`src/rtl/cmd_pkg.sv`:
```
// cmd_pkg: shared constants and state encoding for the /CMD save path
package cmd_pkg;
    localparam logic [7:0] CMD_BLK_LOAD = 8'h01;
    localparam logic [7:0] CMD_BLK_XFER = 8'h02;
    localparam logic [7:0] CMD_BLK_EOF  = 8'h00;
    localparam int         MAX_BLK      = 256;

    typedef enum logic [3:0] {
        IDLE, B_TYPE, B_LEN, B_LSB, B_MSB, RD_REQ, RD_WAIT, B_DATA,
        T_TYPE, T_LEN, T_LSB, T_MSB, EOF, DONE
    } cmd_save_state_t;
endpackage

```
`src/rtl/cmd_block_sizer.sv`:
```
// cmd_block_sizer: data byte count and LEN byte of the next load block
module cmd_block_sizer
    import cmd_pkg::*;
(
    input  logic [16:0] rem,
    output logic [8:0]  n,
    output logic [7:0]  len
);
    // 255 bytes is split 254+1 so LEN never encodes 0x01
    always_comb begin
        n   = rem >= 17'(MAX_BLK) ? 9'(MAX_BLK) : rem == 17'd255 ? 9'd254 : rem[8:0];
        len = n[7:0] + 8'd2;
    end
endmodule

```
`src/rtl/cmd_saver.sv`:
```
// cmd_saver: serializes a memory range into a TRS-80 /CMD load-module stream
module cmd_saver
    import cmd_pkg::*;
#(
    parameter int ADDR   = 16,
    parameter int DATA   = 8,
    parameter int RD_LAT = 1
) (
    input  logic            clock,
    input  logic            reset_n,
    input  logic            start,
    input  logic [ADDR-1:0] start_addr,
    input  logic [ADDR-1:0] end_addr,
    input  logic [ADDR-1:0] exec_addr,
    input  logic            exec_enable,
    output logic            mem_rd,
    output logic [ADDR-1:0] mem_addr,
    input  logic [DATA-1:0] mem_data,
    output logic            out_valid,
    input  logic            out_ready,
    output logic [DATA-1:0] out_data,
    output logic            busy,
    output logic            done,
    output logic            err
);
    localparam logic [1:0] LAT = 2'(RD_LAT);

    cmd_save_state_t state_q, state_d;
    logic [ADDR-1:0] cur_q, cur_d, exec_q, exec_d;
    logic [ADDR:0]   rem_q, rem_d;
    logic [8:0]      n_q, n_d, blk_n;
    logic [7:0]      blk_len;
    logic [1:0]      wait_q, wait_d;
    logic            exen_q, exen_d, valid_q, valid_d, err_q, err_d;
    logic [DATA-1:0] data_q, data_d;
    logic            acc, bad;

    cmd_block_sizer u_sizer (.rem(rem_q), .n(blk_n), .len(blk_len));

    always_comb begin
        acc     = valid_q & out_ready;
        bad     = start_addr > end_addr;
        state_d = state_q;
        cur_d   = cur_q;
        exec_d  = exec_q;
        exen_d  = exen_q;
        rem_d   = rem_q;
        n_d     = n_q;
        wait_d  = wait_q;
        err_d   = 1'b0;
        case (state_q)
            IDLE: if (start) begin
                cur_d   = start_addr;
                exec_d  = exec_addr;
                exen_d  = exec_enable;
                rem_d   = {1'b0, end_addr} - {1'b0, start_addr} + (ADDR+1)'(1);
                err_d   = bad;
                state_d = !bad ? B_TYPE : exec_enable ? T_TYPE : EOF;
            end
            B_TYPE: if (acc) begin
                n_d     = blk_n;
                state_d = B_LEN;
            end
            B_LEN:  if (acc) state_d = B_LSB;
            B_LSB:  if (acc) state_d = B_MSB;
            B_MSB:  if (acc) state_d = RD_REQ;
            RD_REQ: begin
                wait_d  = 2'd1;
                state_d = RD_WAIT;
            end
            RD_WAIT: begin
                wait_d  = wait_q + 2'd1;
                state_d = wait_q == LAT ? B_DATA : RD_WAIT;
            end
            B_DATA: if (acc) begin
                cur_d   = cur_q + ADDR'(1);
                rem_d   = rem_q - (ADDR+1)'(1);
                n_d     = n_q - 9'd1;
                state_d = n_q != 9'd1 ? RD_REQ : rem_q != (ADDR+1)'(1) ? B_TYPE : exen_q ? T_TYPE : EOF;
            end
            T_TYPE: if (acc) state_d = T_LEN;
            T_LEN:  if (acc) state_d = T_LSB;
            T_LSB:  if (acc) state_d = T_MSB;
            T_MSB, EOF: if (acc) state_d = DONE;
            default: state_d = IDLE;
        endcase
        valid_d = state_d inside {B_TYPE, B_LEN, B_LSB, B_MSB, B_DATA, T_TYPE, T_LEN, T_LSB, T_MSB, EOF};
        // every emitting state is entered once per byte: load on entry, hold while stalled
        data_d = state_d == state_q ? data_q
               : state_d == B_TYPE ? CMD_BLK_LOAD
               : state_d == B_LEN  ? blk_len
               : state_d == B_LSB  ? cur_q[7:0]
               : state_d == B_MSB  ? cur_q[15:8]
               : state_d == B_DATA ? mem_data
               : state_d == T_TYPE || state_d == T_LEN ? CMD_BLK_XFER
               : state_d == T_LSB  ? exec_q[7:0]
               : state_d == T_MSB  ? exec_q[15:8]
               : state_d == EOF    ? CMD_BLK_EOF : data_q;
    end

    always_ff @(posedge clock) begin
        if (!reset_n) begin
            state_q <= IDLE;
            cur_q   <= '0;
            exec_q  <= '0;
            exen_q  <= 1'b0;
            rem_q   <= '0;
            n_q     <= '0;
            wait_q  <= '0;
            valid_q <= 1'b0;
            data_q  <= '0;
            err_q   <= 1'b0;
        end else begin
            state_q <= state_d;
            cur_q   <= cur_d;
            exec_q  <= exec_d;
            exen_q  <= exen_d;
            rem_q   <= rem_d;
            n_q     <= n_d;
            wait_q  <= wait_d;
            valid_q <= valid_d;
            data_q  <= data_d;
            err_q   <= err_d;
        end
    end

    assign mem_rd    = state_q == RD_REQ;
    assign mem_addr  = cur_q;
    assign out_valid = valid_q;
    assign out_data  = data_q;
    assign busy      = state_q != IDLE && state_q != DONE;
    assign done      = state_q == DONE;
    assign err       = err_q;
endmodule

```
`config.mk`:
```
export PLATFORM = sky130hd
export DESIGN_NAME = cmd_saver
export DESIGN_NICKNAME = d
export VERILOG_FILES = /design/src/rtl/cmd_pkg.sv /design/src/rtl/cmd_block_sizer.sv /design/src/rtl/cmd_saver.sv
export SDC_FILE = /design/constraint.sdc
export NUM_CORES = 1
export LEC_CHECK = 0
export ABC_CLOCK_PERIOD_IN_PS = 5550
export BUFFER_PORTS_ARGS = -buffer_cell sky130_fd_sc_hd__clkbuf_2
export CORE_UTILIZATION = 63
export DETAILED_ROUTE_END_ITERATION = 7
export PLACE_DENSITY = 0.87
export RECOVER_POWER = 100
export SLEW_MARGIN = 20
export SYNTH_ARGS = -nofsm -noshare
export SYNTH_HDL_FRONTEND = slang
export SYNTH_SLANG_ARGS = --single-unit
```
`constraint.sdc`:
```
create_clock -name clock -period 5.55 [get_ports clock]
set_clock_uncertainty 0.05 [all_clocks]
set_input_delay 1.3875 -clock clock [delete_from_list [all_inputs] [get_ports clock]]
set_output_delay 1.3875 -clock clock [all_outputs]
set_load 0.02 [all_outputs]
```
==> summary.md <==
| Metric | Value |
|---|---|
| Post-synth EDFFs | 0 |
| Comb pwr share | 36.2% |
| DR iter-0 viols | 597 |
| Final #Nets | 981 |
| Rel. slew slack | 15.8% |
| GR Overflow Total | 0 |
| Mapped cell area | 5870 sq um |
| Seq/Total Area, Yosys | 25.6% |
| Synth unique cells | 70 |
| Power density over cell area | 276 nW/um^2 |
| Hold slack | 0.415 ns |
| CTS root buf | clkbuf_8 |
| RSZ-0062 raised after global routing | no |
| Worst Tran Pin Value | 1.26 ns |
| Clock Path Buffers | 2 |
| CTS buffer count | 9 |
| Critical Path RT | slightly below 6 ns |
| Slew Viols, Final | 0 |
| Gpl congestion | 0.927 |
| Number of hold buffers added after CTS | 0 |
| CP startpoint kind | primary input |
| Cells on worst reg2reg path | 9 |
| First-pass GRT wire length | between 20,000 and 30,000 um |
| Maxcap violations | 0 |
| Multi-input gate area | 3960 sq um |
| Avg WL per Cell | 17.9 um |
| Clk network pwr share | 24.9% |
| Largest net degree at the start of global routing | 65 |
| Crit-path max FO | 7 |
| Vias in the first global route | roughly 5,700 |
| Drt total wl | roughly 18,000 um |
| Core area | approximately 8800 sq um |
| Die height | 98.5 um |
| TritonCTS clock tree | built |
| Clock transition at path regs | 0.09 ns |
| Min Tclk post-route | between 4 and 5 ns |
| Top-Level Pins | 90 |
| Yosys reg bits | 75 |
| Setup ws final | 0.840 ns |
| Starting density of the core | approximately two thirds |
| Share of cells above drive strength 1 | 11.5% |
| Min-Delay Path Depth | 2 |
| Switch Pwr | 0.728 mW |
| DRT Pass-1 Iters | 7 |
| Outcome | finished clean |
| Async set-or-reset flop fraction in the synthesized netlist | 0% |
| Hold Startpoint | exec_q[0] |
| Post-synthesis area per instance | 7.30 sq um |
| Seq pwr share | 39.0% |
| FMAX | 0.212 GHz |
| Worst hold path endpoint | exec_q[0] |
| Initial antenna violation count | 0 |
| Post-Synthesis Cells | about 800 |
| # diodes | 0 |
| R2R Path Start | rem_q[11] |
| Worst skew pair latency | 0.36 ns |
| Leak pwr | 2.73 nW |
| Hold Violations, Final | 0 |
| Port bufs | 89 |
| Pre-CTS WS | 0.833 ns |
| Die W | 98.5 um |
| Area delta synth->final | 9.96% |
| Post-route clock period utilization | about 85% |
| Post-DP HPWL | 12,900 um |
| Final setup vio count | 0 |
| CP arrival | 4.97 ns |
| Final ANT Viol Nets | 0 |
| Sink Count | 75 |
| Syn Nets | between 900 and 1,000 |
| CP Capture Type | register |
| Reg2reg setup slack | roughly 1.7 ns |
| Die area | 9700 sq um |
| Synth Flop Type | dfxtp_1 |
| Vias/cell | 6.51 |
| Internal | 1.05 mW |
| Setup CP Type | primary input to register |
| Number of H-tree levels | 3 |
| Storage cell area | around 1500 sq um |
| Worst flop-to-flop path endpoint | out_data[1] |
| PostCTS Resize Cnt | 0 |
| Syn. warnings | 0 |
| Setup bufs post-CTS | 0 |
| Routed via count | 6,358 |
| Sum Neg Setup Slack | 0 ns |
| DRC | 0 |
| Worst IR drop on VDD | approximately 0.17 mV |
| Hold Path Class | register to register |
| Fill count | 749 |
| Gr usage total | 36.1% |
| Switching Share | 40.9% |
| Cell row count | 34 |
-- cells in the mapped netlist, drive strengths merged, types with 2 or more instances --
cell type,n,area [sq um]
inv,50,188
nor3,23,130
o21a,2,15.0
o22ai,8,50.1
a21oi,87,435
buf,4,37.5
a211o,2,17.5
or4,2,22.5
nor2b,2,12.5
o31ai,4,30.0
a211oi,10,75.1
a22oi,11,82.6
xnor2,10,87.6
and4,2,17.5
and2,10,62.6
o21ai,69,353
o32ai,3,26.3
and4b,2,20.0
dfxtp,75,1500
nand3,27,135
a222oi,6,60.1
ha,55,688
a31oi,5,31.3
a221oi,8,76.3
nand2b,6,37.5
nand2,88,330
nor4,13,93.8
nor2,81,328
o211ai,4,30.0
nand4,14,87.6
clkbuf,44,165
and3,7,43.8
o21bai,2,15.0
or3,9,61.3
a22o,9,78.8
nor3b,6,45.0
or2,4,25.0
xor2,10,87.6
mux2,4,52.6
a21o,4,30.0
nand4b,2,17.5
nand3b,2,15.0
-- per-stage QoR --
stage	instances	utilization, %	power [mW]	instance area [sq um]
3_3_place_gp	961	71.3	1.32	6310
2_1_floorplan	803	-	1.16	5870
3_5_place_dp	961	71.3	1.34	6310
4_1_cts	977	73.6	1.78	6510
5_1_grt	977	72.9	1.87	6450
6_report	977	72.9	1.78	6450
-- flip-flops by register name (all words and copies together), names as in the netlist, 2 cells and up --
| register | flops |
|---|---|
| mem_addr | 16 |
| exec_q | 16 |
| state_q | 4 |
| rem_q | 17 |
| wait_q | 2 |
| out_data | 8 |
| n_q | 9 |
-- final cells by class --
cell class | count | area share (%)
Multi-Input combinational cell | 630 | 61.4
Timing Repair Buffer | 98 | 7.16
Clock buffer | 10 | 2.13
Inverter | 50 | 2.91
Clock inverter | 6 | 1.01
Tap cell | 108 | 2.10
Sequential cell | 75 | 23.3
-- per-layer routing --
| metal | vias to the layer above | global-route usage (%) | routed length, um |
|---|---|---|---|
| li1 | 3016 | - | - |
| met1 | 2914 | 47.9 | 7240 |
| met2 | 362 | 57.7 | 7970 |
| met3 | 66 | 7.45 | 1730 |
| met4 | 0 | 14.6 | 573 |
| met5 | - | 0 | 0 |
-- worst max path at each step --
stage / from / endpoint / slack (ns) / depth (start not counted)
detailed placement: start_addr[2] / rem_q[16] / 0.83 / 13
global route: start_addr[3] / out_data[1] / 0.70 / 12
CTS: start_addr[2] / rem_q[16] / 1.19 / 13
floorplan: start_addr[3] / out_data[7] / 1.40 / 11
finish: start_addr[3] / out_data[1] / 0.84 / 12
global placement: start_addr[1] / out_data[6] / 0.86 / 12
-- critical path: stages --
cell       delay (ns)
clkbuf_1         0.17
inv_1            0.07
ha_1             0.40
a21oi_1          0.29
a2111oi_0        0.15
buf_4            0.17
o31ai_1          0.66
o21ai_0          0.37
nor3_1           0.67
o21ai_0          0.34
nand3_1          0.15
a22o_1           0.13
-- power groups by stage --
stage	clock (mW)	combinational, mW	sequential (mW)
final	0.443	0.644	0.694
after global routing	0.465	0.705	0.703
after CTS	0.443	0.644	0.689
after detailed placement	0	0.640	0.701
after global placement	0	0.619	0.699
after floorplan	0	0.476	0.680
-- placed cells by master (no fill, tap or decap), types with 5 or more instances in the layout --
cell type and instances:
dfxtp_1 75, inv_1 49, and2_1 7, nor2_1 80
clkbuf_2 57, clkbuf_1 35, xnor2_1 10, a22oi_1 11
nand2b_1 6, a211oi_1 10, nand2_1 88, a22o_1 9
a221oi_1 7, a31oi_1 5, xor2_1 10, clkbuf_8 10
o21ai_0 66, ha_1 55, and3_1 7, buf_4 6
o22ai_1 8, nand3_1 27, nor4_1 11, a222oi_1 6
nor3b_1 6, nor3_1 21, a21oi_1 87, nand4_1 14
or3_1 8
-- logic make-up (layout without fill, tap and decap cells) --
| group | count (synthesis) | in the layout | synth area share, % |
|---|---|---|---|
| AND/OR/NAND/NOR | 303 | 303 | 25.8 |
| AO/OA/AOI/OAI | 245 | 245 | 25.7 |
| buffers and inverters | 98 | 164 | 6.66 |
| flip-flops | 75 | 75 | 25.6 |
| adder cells (fa/ha/maj) | 57 | 57 | 12.2 |
| XOR/XNOR | 20 | 20 | 2.99 |
| multiplexers | 5 | 5 | 1.07 |
No activity file was read; power rests on OpenSTA's default activity.
